$ cat src/rtl/inst_prefetch_queue.sv
// inst_prefetch_queue: sequential instruction fetch front end.
// Issues reads to a fixed-latency instruction memory and buffers the words
// in a DEPTH-entry FIFO. The core drains the FIFO through a valid/ready
// handshake. A single-cycle redirect flushes everything and restarts fetch.
// Issue is credit-limited so that a returning word always finds a free slot.
// Optional feature macro: FETCH_PERF_EN adds the fetch_cnt/stall_cnt counters.
module inst_prefetch_queue #(
  parameter int                ADDR_W   = 32,
  parameter int                DATA_W   = 32,
  parameter int                DEPTH    = 4,
  parameter int                MEM_LAT  = 1,
  parameter logic [ADDR_W-1:0] RESET_PC = '0,
  parameter int                PC_STEP  = 4
) (
  input  logic              clk,
  input  logic              rst,
  input  logic              redirect,
  input  logic [ADDR_W-1:0] redirect_pc,
  output logic              inst_valid,
  input  logic              inst_ready,
  output logic [DATA_W-1:0] inst_data,
  output logic [ADDR_W-1:0] inst_pc,
  output logic              mem_ce,
  output logic [ADDR_W-1:0] mem_addr,
  input  logic [DATA_W-1:0] mem_data
`ifdef FETCH_PERF_EN
  ,
  output logic [31:0]       fetch_cnt,
  output logic [31:0]       stall_cnt
`endif
);

  localparam int CNT_W = $clog2(DEPTH) + 1;  // holds 0..DEPTH
  localparam int LAT_W = 3;                  // holds 0..MEM_LAT (MEM_LAT <= 4)
  localparam int SUM_W = CNT_W + 2;          // holds fifo + in-flight total

  // Fetch address and FIFO occupancy
  logic [ADDR_W-1:0] r_fetch_pc;
  logic [CNT_W-1:0]  r_count;

  // FIFO storage as a shift queue: entry 0 is always the head, so the
  // head outputs come straight from registers.
  logic [DATA_W-1:0] r_q_data [DEPTH];
  logic [ADDR_W-1:0] r_q_pc   [DEPTH];

  // In-flight tracker: stage k holds the read issued k+1 cycles ago
  logic              r_trk_v  [MEM_LAT];
  logic [ADDR_W-1:0] r_trk_pc [MEM_LAT];

  logic              w_pop;
  logic              w_ret;
  logic              w_credit;
  logic              w_issue;
  logic [LAT_W-1:0]  w_inflight;
  logic [CNT_W-1:0]  w_wr_idx;

  // Count of reads still outstanding in the memory pipeline
  always_comb begin
    w_inflight = '0;
    for (int i = 0; i < MEM_LAT; i++) begin
      w_inflight = w_inflight + {{(LAT_W-1){1'b0}}, r_trk_v[i]};
    end
  end

  // A pop in the same cycle is deliberately not credited: the returning word
  // of a read issued now must fit even if the core stops draining.
  assign w_credit = ({2'b00, r_count} + {{(SUM_W-LAT_W){1'b0}}, w_inflight})
                    < SUM_W'(DEPTH);
  assign w_issue  = !rst && !redirect && w_credit;

  // Redirect wins over a coincident pop
  assign w_pop    = inst_valid && inst_ready && !redirect;
  assign w_ret    = r_trk_v[MEM_LAT-1];

  // Returning word lands behind the entries that survive this cycle's pop
  assign w_wr_idx = r_count - {{(CNT_W-1){1'b0}}, w_pop};

  assign mem_ce     = w_issue;
  assign mem_addr   = rst ? RESET_PC : r_fetch_pc;
  assign inst_valid = (r_count != '0);
  assign inst_data  = r_q_data[0];
  assign inst_pc    = r_q_pc[0];

  // Fetch address: reset, redirect, or advance after each issue (wraps)
  always_ff @(posedge clk) begin
    if (rst) begin
      r_fetch_pc <= RESET_PC;
    end else if (redirect) begin
      r_fetch_pc <= redirect_pc;
    end else if (w_issue) begin
      r_fetch_pc <= r_fetch_pc + ADDR_W'(PC_STEP);
    end
  end

  // FIFO occupancy: flush on reset/redirect, otherwise +return -pop
  always_ff @(posedge clk) begin
    if (rst || redirect) begin
      r_count <= '0;
    end else begin
      r_count <= r_count + {{(CNT_W-1){1'b0}}, w_ret} - {{(CNT_W-1){1'b0}}, w_pop};
    end
  end

  genvar gi;

  // In-flight tracker stages
  generate
    for (gi = 0; gi < MEM_LAT; gi++) begin : g_trk
      if (gi == 0) begin : g_first
        // First stage captures the read issued this cycle
        always_ff @(posedge clk) begin
          if (rst || redirect) begin
            r_trk_v[gi]  <= 1'b0;
            r_trk_pc[gi] <= '0;
          end else begin
            r_trk_v[gi]  <= w_issue;
            r_trk_pc[gi] <= r_fetch_pc;
          end
        end
      end else begin : g_next
        // Later stages age the outstanding reads by one cycle
        always_ff @(posedge clk) begin
          if (rst || redirect) begin
            r_trk_v[gi]  <= 1'b0;
            r_trk_pc[gi] <= '0;
          end else begin
            r_trk_v[gi]  <= r_trk_v[gi-1];
            r_trk_pc[gi] <= r_trk_pc[gi-1];
          end
        end
      end
    end
  endgenerate

  // FIFO entries: write the returning word, else shift toward the head on pop
  generate
    for (gi = 0; gi < DEPTH; gi++) begin : g_q
      logic [DATA_W-1:0] w_shift_data;
      logic [ADDR_W-1:0] w_shift_pc;

      if (gi == DEPTH - 1) begin : g_tail
        assign w_shift_data = '0;
        assign w_shift_pc   = '0;
      end else begin : g_body
        assign w_shift_data = r_q_data[gi+1];
        assign w_shift_pc   = r_q_pc[gi+1];
      end

      // One FIFO slot; a redirect leaves contents untouched since count is cleared
      always_ff @(posedge clk) begin
        if (rst) begin
          r_q_data[gi] <= '0;
          r_q_pc[gi]   <= '0;
        end else if (!redirect) begin
          if (w_ret && (w_wr_idx == CNT_W'(gi))) begin
            r_q_data[gi] <= mem_data;
            r_q_pc[gi]   <= r_trk_pc[MEM_LAT-1];
          end else if (w_pop) begin
            r_q_data[gi] <= w_shift_data;
            r_q_pc[gi]   <= w_shift_pc;
          end
        end
      end
    end
  endgenerate

`ifdef FETCH_PERF_EN
  logic [31:0] r_fetch_cnt;
  logic [31:0] r_stall_cnt;

  // Saturating issue and starvation counters; survive redirects
  always_ff @(posedge clk) begin
    if (rst) begin
      r_fetch_cnt <= '0;
      r_stall_cnt <= '0;
    end else begin
      if (w_issue && (r_fetch_cnt != 32'hFFFF_FFFF)) begin
        r_fetch_cnt <= r_fetch_cnt + 32'd1;
      end
      if (inst_ready && !inst_valid && (r_stall_cnt != 32'hFFFF_FFFF)) begin
        r_stall_cnt <= r_stall_cnt + 32'd1;
      end
    end
  end

  assign fetch_cnt = r_fetch_cnt;
  assign stall_cnt = r_stall_cnt;
`endif

endmodule

$ cat config.mk
export PLATFORM = sky130hd
export DESIGN_NAME = inst_prefetch_queue
export DESIGN_NICKNAME = d
export VERILOG_FILES = /design/src/rtl/inst_prefetch_queue.sv
export SDC_FILE = /design/constraint.sdc
export NUM_CORES = 1
export LEC_CHECK = 0
export ABC_AREA = 1
export BUFFER_PORTS_ARGS = -buffer_cell sky130_fd_sc_hd__buf_2
export CAP_MARGIN = 0
export CORE_MARGIN = 2
export CORE_UTILIZATION = 30
export DETAILED_ROUTE_END_ITERATION = 8
export SLEW_MARGIN = 20
export SYNTH_ARGS = -nofsm -noshare
export SYNTH_HDL_FRONTEND = slang
export SYNTH_SLANG_ARGS = --single-unit
$ cat constraint.sdc
create_clock -name clk -period 5.5 [get_ports clk]
set_clock_uncertainty 0.2 [all_clocks]
set_input_delay 0.55 -clock clk [delete_from_list [all_inputs] [get_ports clk]]
set_output_delay 0.55 -clock clk [all_outputs]
set_load 0.005 [all_outputs]
## Yosys cells after proc, flatten, opt, wreduce, memory -nomap -nowiden

Memory sizes are Yosys's and may differ from the RTL's.
Cells that the tools add are included.
W data, S select, Z words.

- Register bits: 35
- RAM bits: 289
- Bits of input ports: 68
- Output and inout bits: 98
- Word-level logic and storage cells: 108
- Memories: 4

Memory list:

| memory | words | width | rd ports | clocked after Yosys merged registers in | write ports | RTL line | text |
|---|---|---|---|---|---|---|---|
| r_q_data | 4 | 32 | 4 | 0 | 4 | 43 | `logic [DATA_W-1:0] r_q_data [DEPTH];` |
| r_q_pc | 4 | 32 | 4 | 0 | 4 | 44 | `logic [ADDR_W-1:0] r_q_pc [DEPTH];` |
| r_trk_pc | 1 | 32 | 1 | 0 | 1 | 48 | `logic [ADDR_W-1:0] r_trk_pc [MEM_LAT];` |
| r_trk_v | 1 | 1 | 1 | 0 | 1 | 47 | `logic r_trk_v [MEM_LAT];` |

- Add/subtract/negate cells: 5
- Order comparisons: 1
- Eq/ne operators: 3
- Mux-type cells: 61
- Bitwise logic cells: 16
- Reductions and logical operators: 16

Operator list:

| operator | count |
|---|---|
| $mux W32 | 20 |
| $mux W1 | 41 |
| $add A32 B3 Y32 const B | 1 |
| $reduce_or A32 Y1 | 1 |
| $or A1 B1 Y1 | 16 |
| $logic_and A1 B1 Y1 | 8 |
| $eq A3 B2 Y1 const B | 2 |
| $sub A3 B1 Y3 | 2 |
| $add A3 B1 Y4 | 1 |
| $lt A4 B3 Y1 const B | 1 |
| $add A3 B1 Y3 | 1 |
| $eq A3 B1 Y1 const B | 1 |
| $logic_not A3 Y1 | 1 |
| $reduce_bool A3 Y1 | 1 |
| $logic_not A1 Y1 | 2 |
| $reduce_bool A2 Y1 | 1 |
| $logic_or A1 B1 Y1 | 1 |
| $reduce_or A1 Y1 | 1 |

## Longest topological paths before layout

- Depth after elaboration: 12
- Gate-level depth with buffers: 14
- Depth with buffers taken out: 12

## Worst setup path before layout

OpenSTA, ideal clock, no wires.

- Kind: in2reg
- Start: in redirect
- End: mem r_q_data[0][0], enable pin
- Setup time: 0.494 ns
- Data arrival time: 4.882 ns
- Setup slack: -0.076 ns
- Stages on the path: 11
- Buffers on the path: 3
- Path through: buf_2 nor2_1 ha_1 ha_1 xnor2_2 inv_2 nor2_2 nand2_1 buf_2 buf_4 o21ai_1

RTL lines:

| element | RTL line | text |
|---|---|---|
| start, declared | 17 | `input logic redirect,` |
| end, declared | 43 |  |

==> flow_summary.toml <==
[outcome]
status = "finished clean"

[worst_setup_path]
critPathMaxFanout = 64
end_kind = "register"
cp_slowest_cell = "buf_4"
path_cells = "inv_2 > nand3_1 > nand2_2 > nor2_1 > ha_1 > ha_1 > xnor2_2 > inv_2 > nor2_2 > nand2_2 > o21ai_4 > buf_4"
crit_family = "simple AND/OR/NAND/NOR gates"
rr_worst_depth = 12
reg2reg_to = "r_q_pc[1][17]"
cp-start-kind = "register"
reg2reg_slack_ns = 1.63
cp.arrival_ns = 3.82
required_ns = 5.45
critPathMaxStageDelay_ns = 0.70
worst-setup-path-type = "reg -> reg"
r2r-start = "r_count[1]"
path_buf_inv = 3

[global_routing]
grt_pass1_wl_um = 57440
grt_use_total_pct = 14.52
grt_max_degree = 93
grt_pass1_vias = 10010
gr-total-overflow = 0
antenna_found_initial = 0

[hold_path]
hp-class = "in -> reg"
hold-path-endpoint = "r_fetch_pc[0]"
min-delay-start = "redirect_pc[0]"
holdPathStages = 2

[power_and_ir_drop]
vdd_ir_drop_max_v = 0.0001884
power.static_leakage_nw = 6.163
p_sw_share_pct = 23.31
p_clk_share_pct = 40.9
p_per_area_nw_per_um2 = 315.5
combPwrFrac_pct = 6.3
p_sw_mw = 1.240
power_frac_seq_pct = 52.8
p_int_mw = 4.080

[cts]
clkSinkCount = 324
clk_pin_slew_ns = 0.06
cts_tree = "built"
clk_latency_ns = 0.52
cts_root_buf = "clkbuf_16"
hold_buffers = 0
htreeDepth = 2
cts_resized = 0
post_cts_buffers = 0
clock_path_buffers = 3
numCtsBuffers = 35

[die]
pin_count = 166
start_util_pct = 30.39
die_height_um = 223.7
rows = 80
die_area_um2 = 50040
die_x_um = 223.7
core_um2 = 47650

[finish]
layout_commonest_cell = "edfxtp_1"
fillers = 4840
regArea_um2 = 9049
stdcell_count = 2190
final_cell_mix = "256 x edfxtp_1, 189 x nor2_1, 185 x nand3_1"
finish.utilization_pct = 35.40
multi_input_area_um2 = 4489
synthToLayoutAreaGrowth_pct = 16.47
fin_nets = 1625
diodes = 0
drive_above_1_share_pct = 22.35

[placed_design]
globalplace.congestion = 0.8518
portBuffers = 165
dp_slack_ns = 1.554
hpwl_um = 24010
placed_cells = 2128

[synthesis]
syn_inst = 1418
synth-edff-count = 256
syn_area_per_cell_um2 = 10.21
synth_ff_type = "edfxtp_1"
async_flop_share_pct = 0
synth_area_um2 = 14480
yosys.cell_types.count = 35
ys_warn_count = 0
synth_fp_nets = 1493
ys_seq_elements = 324
yosysSeqAreaShare_pct = 62.49

[timing]
max_freq_mhz = 258.2
tns_ns = 0
fin_crit_sh_pct = 70.42
drv_slew = 0
fin_ws_ns = 1.627
slew_headroom_pct = 29.26
fin_crit_ns = 3.873
finalHoldViolCount = 0
setup_violations = 0
rsz0062_at_grt = "no"
tightest_slew_ns = 1.058

[drt]
drt_iter0_drc = 1036
wire_per_inst_um = 16.62
vias_per_cell = 4.726
first_pass_iters = 5
wirelength_um = 36390
route.detailed.drc = 0
vias = 10350
detail-route-antenna-nets = 0

[job]
drv_cap = 0
## sequential cells by signal (all words and copies together) (netlist names)
signal and count:
r_trk_pc 32, r_trk_v 1, r_q_pc 128, r_q_data 128
r_fetch_pc 32, r_count 3
## layer usage
metal	routed length (um)	share of wire (%)	vias to the layer above	track usage [%]
met4	504	1.4	0	3.075
li1	-	-	5110	-
met5	0	0	-	0
met2	17440	48	294	24.01
met1	16460	45	4908	20.06
met3	1989	5.5	39	2.427
## synthesized netlist by cell type (28+ instances only)
cell type	number	area, um2
o21ai_0	28	140.1
nor2_1	189	709.4
a21oi_2	51	446.7
o21ai_1	132	660.6
o21ai_2	46	402.9
dfxtp_1	68	1361
nand2_1	155	581.8
a21oi_1	38	190.2
buf_2	41	205.2
edfxtp_1	256	7687
inv_1	135	506.7
nand3_1	186	930.9
## power by group through the flow
stage | clock, mW | combinational (mW) | sequential [mW]
after floorplan | 0 | 0.191 | 2.86
after global placement | 0 | 0.338 | 2.86
after detailed placement | 0 | 0.343 | 2.86
after CTS | 2.23 | 0.345 | 2.81
after global routing | 2.34 | 0.375 | 2.82
final | 2.17 | 0.337 | 2.81
## metrics by stage
stage	hold WS, ns	area (um2)	power [mW]
after global routing	0.05686	16860	5.532
final	0.08162	16860	5.320
after detailed placement	0.2529	15830	3.205
after floorplan	0.2277	14490	3.047
after CTS	0.05325	16860	5.387
after global placement	0.2492	15830	3.195
## final cells by class
cell class	instances	share of cell area, %
repair buffers	182	5.876
clock inverters	20	0.8012
flip-flops and latches	324	53.65
inverters	141	3.138
multi-input cells	866	26.62
well taps	615	4.563
clock buffers	42	5.349
## worst max path at each step
stage                            endpoint  cells after the start  slack (ns)       start
after floorplan            r_q_data[0][0]                     11        1.16    redirect
after global placement    r_q_data[0][27]                     12        1.72  inst_ready
after detailed placement  r_q_data[0][28]                     12        1.55  inst_ready
after CTS                 r_q_data[0][17]                     13        1.63  r_count[1]
after global routing      r_q_data[0][27]                     13        1.37  r_count[1]
final                       r_q_pc[1][17]                     12        1.63  r_count[1]
## kinds of logic after synthesis
kind of cell    after synthesis  synth area share, %
xor+xnor                      9               0.5963
compound gates              299                12.94
flops                       324                62.49
fa+ha+maj                     7               0.6567
simple gates                551                16.47
buf+inv                     228                6.852
Note: power is estimated with default switching activity, not from simulation.
